<file path="config.mk">
export PLATFORM = sky130hd
export DESIGN_NAME = pc_sequencer_flat
export DESIGN_NICKNAME = d
export VERILOG_FILES = /design/src/rtl/pc_sequencer_if.sv /design/src/rtl/pc_sequencer.sv /design/src/flat_wrapper.sv
export SDC_FILE = /design/constraint.sdc
export NUM_CORES = 1
export LEC_CHECK = 0
export ABC_AREA = 0
export BUFFER_PORTS_ARGS = -buffer_cell sky130_fd_sc_hd__clkbuf_2
export CAP_MARGIN = 20
export CORE_AREA = 10 10 78 80
export CTS_CLUSTER_DIAMETER = 60
export DETAILED_ROUTE_END_ITERATION = 10
export DIE_AREA = 0 0 88 90
export GPL_TIMING_DRIVEN = 0
export PLACE_DENSITY = 0.65
export SYNTH_ARGS = -nofsm -noshare
export SYNTH_HDL_FRONTEND = slang
export SYNTH_SLANG_ARGS = --single-unit
</file>
<file path="constraint.sdc">
create_clock -name clk_i -period 1.7 [get_ports clk_i]
set_input_delay 0.255 -clock clk_i [delete_from_list [all_inputs] [get_ports clk_i]]
set_output_delay 0.255 -clock clk_i [all_outputs]
set_load 0.005 [all_outputs]
</file>
<file path="src/rtl/pc_sequencer_if.sv">
// pc_sequencer_if: groups the handshake and command signals between the fetch/decode side and the pc sequencer.
// Ports: run/fetch_ack/br_valid/br_offset flow into the sequencer.
//        br_ready/fetch_req/inc/add/sub/offset/busy/err flow out of it.
interface pc_sequencer_if #(
  parameter int WIDTH = 16
);
  logic             run;
  logic             fetch_ack;
  logic             br_valid;
  logic [WIDTH-1:0] br_offset;
  logic             br_ready;
  logic             fetch_req;
  logic             inc;
  logic             add;
  logic             sub;
  logic [WIDTH-1:0] offset;
  logic             busy;
  logic             err;

  // The master side drives the controls and consumes the pc commands.
  modport master (
    output run, fetch_ack, br_valid, br_offset,
    input  br_ready, fetch_req, inc, add, sub, offset, busy, err
  );

  // The slave side is the sequencer itself.
  modport slave (
    input  run, fetch_ack, br_valid, br_offset,
    output br_ready, fetch_req, inc, add, sub, offset, busy, err
  );
endinterface

</file>
<file path="src/rtl/pc_sequencer.sv">
// pc_sequencer: Moore controller that issues inc/add/sub commands to the pc datapath.
//   It handshakes fetches and holds one pending relative branch as a sign plus a magnitude.
// Ports: clk_i is the rising-edge clock, reset_ni is the async active-low reset, and bus is the slave side of pc_sequencer_if.
// Latency: 2 cycles per instruction at minimum (FETCH with immediate ack, then UPDATE).
//   Branch slot backpressure: br_ready drops while a branch is pending.
module pc_sequencer #(
  parameter int WIDTH   = 16,
  parameter int TIMEOUT = 15
) (
  input  logic           clk_i,
  input  logic           reset_ni,
  pc_sequencer_if.slave  bus
);

  typedef enum logic [1:0] {
    ST_IDLE   = 2'd0,
    ST_FETCH  = 2'd1,
    ST_UPDATE = 2'd2
  } state_t;

  localparam logic [7:0] CNT_LAST = 8'(TIMEOUT - 1);

  state_t           state_q, state_d;
  logic [7:0]       cnt_q, cnt_d;
  logic             err_q, err_d;
  logic             pending_q, pending_d;
  logic             neg_q, neg_d;      // stored branch is backwards (sub)
  logic [WIDTH-1:0] mag_q, mag_d;      // stored branch magnitude

  // State register plus the branch-slot, counter and error registers
  always_ff @(posedge clk_i or negedge reset_ni) begin
    if (!reset_ni) begin
      state_q   <= ST_IDLE;
      cnt_q     <= '0;
      err_q     <= 1'b0;
      pending_q <= 1'b0;
      neg_q     <= 1'b0;
      mag_q     <= '0;
    end else begin
      state_q   <= state_d;
      cnt_q     <= cnt_d;
      err_q     <= err_d;
      pending_q <= pending_d;
      neg_q     <= neg_d;
      mag_q     <= mag_d;
    end
  end

  // Next-state logic
  always_comb begin
    state_d = state_q;
    cnt_d   = cnt_q;
    err_d   = err_q;
    unique case (state_q)
      ST_IDLE: begin
        if (bus.run && !err_q) state_d = ST_FETCH;
      end
      ST_FETCH: begin
        if (bus.fetch_ack) begin
          state_d = ST_UPDATE;
          cnt_d   = '0;
        end else if (cnt_q == CNT_LAST) begin
          // The final waiting cycle is the TIMEOUT-th FETCH cycle.
          state_d = ST_IDLE;
          cnt_d   = '0;
          err_d   = 1'b1;
        end else begin
          cnt_d = cnt_q + 8'd1;
        end
      end
      ST_UPDATE: begin
        state_d = bus.run ? ST_FETCH : ST_IDLE;
      end
      default: state_d = ST_IDLE;
    endcase
  end

  // Branch slot. A capture needs pending=0, so it can never coincide with
  // the UPDATE that consumes a stored branch.
  always_comb begin
    pending_d = pending_q;
    neg_d     = neg_q;
    mag_d     = mag_q;
    if (bus.br_valid && !pending_q) begin
      pending_d = 1'b1;
      neg_d     = bus.br_offset[WIDTH-1];
      // Two's-complement negate. The most-negative value maps to itself,
      // which is still correct modulo 2^WIDTH when it is subtracted.
      mag_d     = bus.br_offset[WIDTH-1] ? (~bus.br_offset + 1'b1) : bus.br_offset;
    end else if (state_q == ST_UPDATE && pending_q) begin
      pending_d = 1'b0;
      mag_d     = '0;
    end
  end

  // Moore outputs
  always_comb begin
    bus.fetch_req = (state_q == ST_FETCH);
    bus.inc       = (state_q == ST_UPDATE) && !pending_q;
    bus.add       = (state_q == ST_UPDATE) &&  pending_q && !neg_q;
    bus.sub       = (state_q == ST_UPDATE) &&  pending_q &&  neg_q;
    bus.offset    = ((state_q == ST_UPDATE) && pending_q) ? mag_q : '0;
    bus.busy      = (state_q != ST_IDLE);
    bus.err       = err_q;
    bus.br_ready  = !pending_q;
  end

endmodule

</file>
<file path="src/flat_wrapper.sv">
// flat-port wrapper written by rule: the top's interface ports become plain ports
module pc_sequencer_flat 
#(
  parameter int WIDTH   = 16,
  parameter int TIMEOUT = 15
)
  (clk_i, reset_ni, bus_run, bus_fetch_ack, bus_br_valid, bus_br_offset, bus_br_ready, bus_fetch_req, bus_inc, bus_add, bus_sub, bus_offset, bus_busy, bus_err);
  pc_sequencer_if #(.WIDTH(WIDTH)) bus_i ();
  input  logic clk_i;
  input  logic reset_ni;
  input wire logic [$bits(bus_i.run)-1:0] bus_run;
  input wire logic [$bits(bus_i.fetch_ack)-1:0] bus_fetch_ack;
  input wire logic [$bits(bus_i.br_valid)-1:0] bus_br_valid;
  input wire logic [$bits(bus_i.br_offset)-1:0] bus_br_offset;
  output wire logic [$bits(bus_i.br_ready)-1:0] bus_br_ready;
  output wire logic [$bits(bus_i.fetch_req)-1:0] bus_fetch_req;
  output wire logic [$bits(bus_i.inc)-1:0] bus_inc;
  output wire logic [$bits(bus_i.add)-1:0] bus_add;
  output wire logic [$bits(bus_i.sub)-1:0] bus_sub;
  output wire logic [$bits(bus_i.offset)-1:0] bus_offset;
  output wire logic [$bits(bus_i.busy)-1:0] bus_busy;
  output wire logic [$bits(bus_i.err)-1:0] bus_err;
  assign bus_i.run = bus_run;
  assign bus_i.fetch_ack = bus_fetch_ack;
  assign bus_i.br_valid = bus_br_valid;
  assign bus_i.br_offset = bus_br_offset;
  assign bus_br_ready = bus_i.br_ready;
  assign bus_fetch_req = bus_i.fetch_req;
  assign bus_inc = bus_i.inc;
  assign bus_add = bus_i.add;
  assign bus_sub = bus_i.sub;
  assign bus_offset = bus_i.offset;
  assign bus_busy = bus_i.busy;
  assign bus_err = bus_i.err;
  pc_sequencer #(.WIDTH(WIDTH), .TIMEOUT(TIMEOUT)) u_core (.clk_i(clk_i), .reset_ni(reset_ni), .bus(bus_i));
endmodule
</file>
==> summary.txt, run 1 <==
Layout
  • Core Util, Final: 0.487
  • Antenna diode count: 0
  • Finished Layout Cells: 304
  • Nets: 273
  • Layout cell share with drive strength beyond 1: 0.340
  • P&R area growth vs syn: 28.1%
  • Finished Cell Area: 2240 µm²

CTS
  • Clk pin slew, worst setup/hold paths: 60 ps
  • Clock Latency Late Sink: 280 ps
  • Hold_buf cts: 0
  • Clk sinks: 29
  • H-tree depth: 2
  • Clk buf depth: 2
  • TritonCTS clock tree: done
  • Total CTS buffers: 5
  • Clock root buffer: clkbuf_8

Logic synthesis
  • Synth cell count leaders: dfrtp_1, and2_1, nand3_1, o21ai_1
  • Synth unique cells: 39
  • Post-Synth Adder-Cell Area: 0.0215
  • #FFs+latches synth: 29
  • Largest family of logic cells by synthesized area: simple AND/OR/NAND/NOR gates
  • Post-synthesis mux area share: 0.0115
  • Syn Inst Count: 191
  • Syn_nets: 215
  • Simple-gate share of the synthesized area: 0.273
  • Yosys warning count: 0
  • Area leader, netlist: dfrtp_1
  • Number of enable flip-flop cells after synthesis: 0
  • Area share of the largest cell type after synthesis: 0.415
  • Avg Synthesized Cell Area: 9.15 µm²
  • Sequential fraction of the synthesis area: 0.415
  • Syn Std Cell Area: 1750 µm²
  • Synth Area in Compound Gates: 0.174
  • Top-count cell post-synth: dfrtp_1
  • Post-synth ARST share: 1.00
  • Post-synthesis xor/xnor area fraction: 0.0651
  • Most used DFF post-synth: dfrtp_1
  • Synth area leaders: dfrtp_1, and2_1, xor2_1

Critical path
  • Worst-path maximum fanout: 10
  • Critical path endpoint category: output port
  • Critical Path Start Type: flip-flop
  • CP arrival: 1370 ps
  • CP Class: flip-flop to output port
  • Reg-to-reg slack, setup: 90 ps
  • Worst path required time: 1440 ps

Timing
  • Endpoints failing setup: 0
  • Slew HR: 0.517
  • Setup slack after layout: 79.1 ps
  • Fmax: 617 MHz
  • Worst hold margin: 18.6 ps
  • Final hold vios: 0
  • RSZ-0062 raised after global routing: true
  • Clk_skew: 2.76 ps
  • Final Max Tran Viols: 0
  • Worst-Margin Slew: 725 ps
  • Crit share post-route: 0.953
  • Setup TNS Final: 0 ps
  • Fin crit period: 1620 ps

Global routing
  • Grt total ovfl: 0
  • Global Route Usage Sum: 0.116
  • Vias in the first global route: 1575
  • First-pass GRT wire length: 7560 µm
  • Initial antenna violation count: 0
  • Largest net degree at the start of global routing: 30

Floorplan
  • FP Rows: 25
  • Initial Util: 0.380
  • Die Ht: 90 µm
  • Die ar.: 7920 µm²
  • CORE AREA: 4600 µm²
  • Die W: 88 µm
  • IO Pins: 44

Place
  • Post-DP HPWL: 3320 µm
  • Dpl cell area: 2030 µm²
  • # port buffers: 43
  • Final GP Congestion: 0.837
  • Place WS: -186 ps
  • Placed cell count: 288

Power and ir drop
  • Switching Share: 0.317
  • Worst VDD drop: 0.366 mV
  • Internal power: 1.57 mW
  • P_sw: 730 µW
  • Clock power frac: 0.274
  • Power Density: 1030 nW/µm²
  • Flop pwr share: 0.453
  • Total power: 2.31 mW
  • Combinational share of power: 0.273
  • Leak: 1.06 nW

Route
  • 1st-iter DRT viols: 52
  • Vias: 1581
  • Post-Route WL: 4420 µm
  • ANT nets after route: 0
  • WL per Instance: 14.6 µm
  • DR DRC count: 0
  • Router iterations before antenna repair: 4
  • Via-per-instance ratio: 5.20

Worst hold path
  • Hold crit path type: input pin to asynchronous set/reset pin

Job
  • Max-Cap Viols: 0

Status
  • Status: finished clean
==> worst max-delay path, cell delays in order (launching register included) <==
cell and delay (ps):
dfrtp_2 440, nand3b_1 220, clkbuf_4 220, nor2_1 90, clkbuf_2 120
==> timing repair <==
item / in CTS / in global routing
buffers inserted: 3 / 6
endpoints found under the setup margin: 19 / 28
cloned: 0 / 0
pin swaps: 2 / 2
resized for setup: 5 / 21
==> cell families (layout without fill, tap and decap cells) <==
family | after synthesis | count (layout)
XOR/XNOR | 13 | 13
multiplexers | 2 | 2
adder cells (fa/ha/maj) | 3 | 3
AND/OR/NAND/NOR | 82 | 82
AO/OA/AOI/OAI | 44 | 44
flip-flops | 29 | 29
buffers and inverters | 18 | 77
==> layer usage <==
layer | vias up | routed length (µm) | track usage
met3 | 7 | 254 | 0.0424
li1 | 800 | - | -
met5 | - | 0 | 0
met2 | 36 | 2140 | 0.181
met4 | 0 | 57 | 0.0386
met1 | 738 | 1970 | 0.143
==> worst paths after layout <==
check	endpoint	cells after the start	from
min in group clk_i	u_core.state_q[0]$_DFFE_PN0P_	3	bus_run
min reg2reg	u_core.neg_q$_DFFE_PN0P_	2	u_core.neg_q$_DFFE_PN0P_
max in group asynchronous	u_core.cnt_q[0]$_DFFE_PN0P_	1	reset_ni
max	bus_add	4	u_core.state_q[0]$_DFFE_PN0P_
min	u_core.cnt_q[2]$_DFFE_PN0P_	1	reset_ni
max reg2reg	u_core.cnt_q[3]$_DFFE_PN0P_	5	u_core.state_q[1]$_DFFE_PN0P_
==> sequential cells by signal, indices dropped and copies added, names as in the netlist <==
signal	cells
u_core.mag_q	16
u_core.cnt_q	8
u_core.state_q	2
u_core.bus.err	1
u_core.neg_q	1
u_core.pending_q	1
==> layout make-up <==
| type | instances | area [µm²] |
|---|---|---|
| multi-input combinational | 144 | 971 |
| buffer | 9 | 53.8 |
| fill | 458 | 2360 |
| inverter | 8 | 30.0 |
| tap | 54 | 67.6 |
| sequential | 29 | 729 |
| clock buffer | 7 | 96.3 |
| clock inverter | 1 | 5.00 |
| timing repair buffer | 52 | 287 |
==> cell usage in the layout (no fill, tap or decap), drive strengths merged <==
cell type | netlist | final
clkbuf | 8 | 55
dfrtp | 29 | 29
o21ai | 21 | 21
and2 | 19 | 19
nand3 | 17 | 17
buf | 2 | 13
xor2 | 10 | 10
nor2 | 9 | 9
nand2 | 9 | 9
inv | 8 | 8
nand2b | 5 | 5
o31ai | 5 | 5
a31oi | 5 | 5
or3 | 4 | 4
a21oi | 4 | 4
nand3b | 3 | 3
xnor2 | 3 | 3
nor4 | 3 | 3
o41ai | 3 | 3
ha | 3 | 3
or2 | 2 | 2
mux2i | 2 | 2
nand4 | 2 | 2
nor3 | 2 | 2
nor3b | 2 | 2
or4 | 2 | 2
a311o | 1 | 1
a311oi | 1 | 1
a21o | 1 | 1
o311ai | 1 | 1
a2111oi | 1 | 1
nor2b | 1 | 1
and3 | 1 | 1
a41o | 1 | 1
nand4b | 1 | 1
clkinv | 0 | 1
==> power groups by stage <==
stage | clock (mW) | sequential [mW] | combinational (mW)
after floorplan | 0 | 1.01 | 0.379
after global placement | 0 | 1.05 | 0.540
after detailed placement | 0 | 1.06 | 0.555
after CTS | 0.646 | 1.05 | 0.581
after global routing | 0.678 | 1.07 | 0.730
final | 0.631 | 1.04 | 0.630
Power figures use the tool's default switching activity.
==> run 2, diff against run 1 <==
--- a/config.mk
+++ b/config.mk
@@ -14,6 +14,7 @@
 export DIE_AREA = 0 0 88 90
 export GPL_TIMING_DRIVEN = 0
 export PLACE_DENSITY = 0.65
+export SETUP_SLACK_MARGIN = 0.5
 export SYNTH_ARGS = -nofsm -noshare
 export SYNTH_HDL_FRONTEND = slang
 export SYNTH_SLANG_ARGS = --single-unit
==> summary.txt, run 2 (same netlist as run 1, synthesis figures left out) <==
Critical path
  • RR Endpoint: u_core.cnt_q[3]$_DFFE_PN0P_
  • CP Cell Sequence: nor3b_4 -> clkbuf_8 -> and2_4 -> buf_6
  • CP top delay family: flip-flops
  • Worst-path maximum fanout: 6
  • CP max-delay cell: dfrtp_1
  • Critical path endpoint category: output port
  • Start of the worst register-to-register path: u_core.state_q[1]$_DFFE_PN0P_
  • Worst path required time: 1440 ps
  • CP Launch Point: u_core.state_q[1]$_DFFE_PN0P_
  • Crit path largest cell delay: 430 ps
  • CP Class: flip-flop to output port
  • CP arrival: 1420 ps
  • Critical Path Start Type: flip-flop
  • Buf+Inv Stages, Crit Path: 2
  • Reg-to-reg slack, setup: 90 ps
  • FF-to-FF path depth: 5

Power and ir drop
  • Leak: 1.36 nW
  • Clock power frac: 0.275
  • Combinational share of power: 0.342
  • Flop pwr share: 0.383
  • Switching Share: 0.315
  • Power Density: 951 nW/µm²
  • P_sw: 859 µW
  • Worst VDD drop: 0.424 mV
  • Internal power: 1.87 mW

Place
  • Final GP Congestion: 0.796
  • Post-DP HPWL: 3350 µm
  • # port buffers: 43
  • Placed cell count: 288

Layout
  • Most frequent cells in the layout: clkbuf_2, dfrtp_1, buf_6, buf_4
  • P&R area growth vs syn: 64.1%
  • Commonest non-fill, non-tap cell in the layout: clkbuf_2
  • Largest register FFs: 16
  • Largest registers: u_core.mag_q: 16 flops, u_core.cnt_q: 8 flops, u_core.state_q: 2 flops
  • Layout cell share with drive strength beyond 1: 0.498
  • Nets: 292
  • Finished Layout Cells: 323
  • Most flops, register: u_core.mag_q
  • Antenna diode count: 0

CTS
  • Clk buf depth: 2
  • H-tree depth: 2
  • Clk sinks: 29
  • Clock Latency Late Sink: 290 ps
  • Total CTS buffers: 5
  • TritonCTS clock tree: done
  • Hold_buf cts: 0
  • Clk pin slew, worst setup/hold paths: 70 ps
  • Clock root buffer: clkbuf_8

Floorplan
  • Die Ht: 90 µm
  • FP Rows: 25
  • Initial Util: 0.380
  • CORE AREA: 4600 µm²
  • Die W: 88 µm
  • IO Pins: 44
  • Die ar.: 7920 µm²

Timing
  • Worst-Margin Slew: 752 ps
  • Clk_skew: 12.7 ps
  • Fin crit period: 1670 ps
  • Endpoints failing setup: 0
  • Crit share post-route: 0.983
  • Fmax: 598 MHz
  • Worst hold margin: 24.1 ps
  • Slew HR: 0.499
  • RSZ-0062 raised after global routing: true
  • Final Max Tran Viols: 0
  • Final hold vios: 0

Global routing
  • First-pass GRT wire length: 8450 µm
  • Grt total ovfl: 0
  • Initial antenna violation count: 0
  • Vias in the first global route: 1765
  • Global Route Usage Sum: 0.130
  • Largest net degree at the start of global routing: 30

Route
  • Router iterations before antenna repair: 4
  • Post-Route WL: 5390 µm
  • Vias: 1713
  • DR DRC count: 0
  • 1st-iter DRT viols: 39
  • ANT nets after route: 0
  • Via-per-instance ratio: 5.30
  • WL per Instance: 16.7 µm

Status
  • Status: finished clean

Job
  • Max-Cap Viols: 0

Worst hold path
  • Hold crit path type: input pin to asynchronous set/reset pin
-- run 2: per-stage QoR --
stage	util	TNS [ps]	setup slack [ps]	area, µm²	power [mW]
2_1_floorplan	-	0	197	1840	1.42
5_1_grt	0.624	-655	-56.3	2870	2.90
3_5_place_dp	0.463	-28.8	-28.8	2130	1.65
3_3_place_gp	0.463	0	5.89	2130	1.63
4_1_cts	0.549	0	55.7	2520	2.52
6_report	0.624	0	28.6	2870	2.73
-- run 2: worst max path at each step --
stage          slack (ps)  cells after the start                      endpoint
2_1_floorplan         200                      5   u_core.cnt_q[3]$_DFFE_PN0P_
3_3_place_gp            6                      5  u_core.mag_q[11]$_DFFE_PN0P_
3_5_place_dp          -30                      5  u_core.mag_q[11]$_DFFE_PN0P_
4_1_cts                60                      4                bus_offset[14]
5_1_grt               -60                      5                bus_offset[15]
6_report               30                      4                bus_offset[14]
-- run 2: power by group through the flow --
stage / combinational [mW] / clock (mW) / sequential, mW
global route: 1.03 / 0.789 / 1.08
floorplan: 0.407 / 0 / 1.02
CTS: 0.734 / 0.756 / 1.03
detailed placement: 0.583 / 0 / 1.06
global placement: 0.572 / 0 / 1.06
finish: 0.932 / 0.751 / 1.04
-- run 2: worst register-to-register path: cells and delay by family, from the launching register on --
| family | cells | cell delay [ps] |
|---|---|---|
| buffers and inverters | 1 | 150 |
| AO/OA/AOI/OAI | 2 | 450 |
| flip-flops | 1 | 440 |
| AND/OR/NAND/NOR | 2 | 510 |
-- run 2: cell type report --
cell class | count | area, µm²
sequential | 29 | 729
clock buffer | 7 | 86.3
multi-input combinational | 144 | 1200
timing repair buffer | 70 | 579
inverter | 8 | 30.0
buffer | 10 | 143
fill | 386 | 1730
tap | 54 | 67.6
clock inverter | 1 | 30.0
-- run 2: what timing repair did --
action / CTS / global route
pin swaps: 13 / 22
cloned: 0 / 4
buffers inserted: 18 / 5
endpoints found under the setup margin: 49 / 49
resized for setup: 37 / 68
-- run 2: metal layers --
layer	track usage	vias up	routed length (µm)
li1	-	836	-
met1	0.146	827	2200
met2	0.218	44	2830
met3	0.0352	6	286
met4	0.0572	0	78
met5	0	-	0
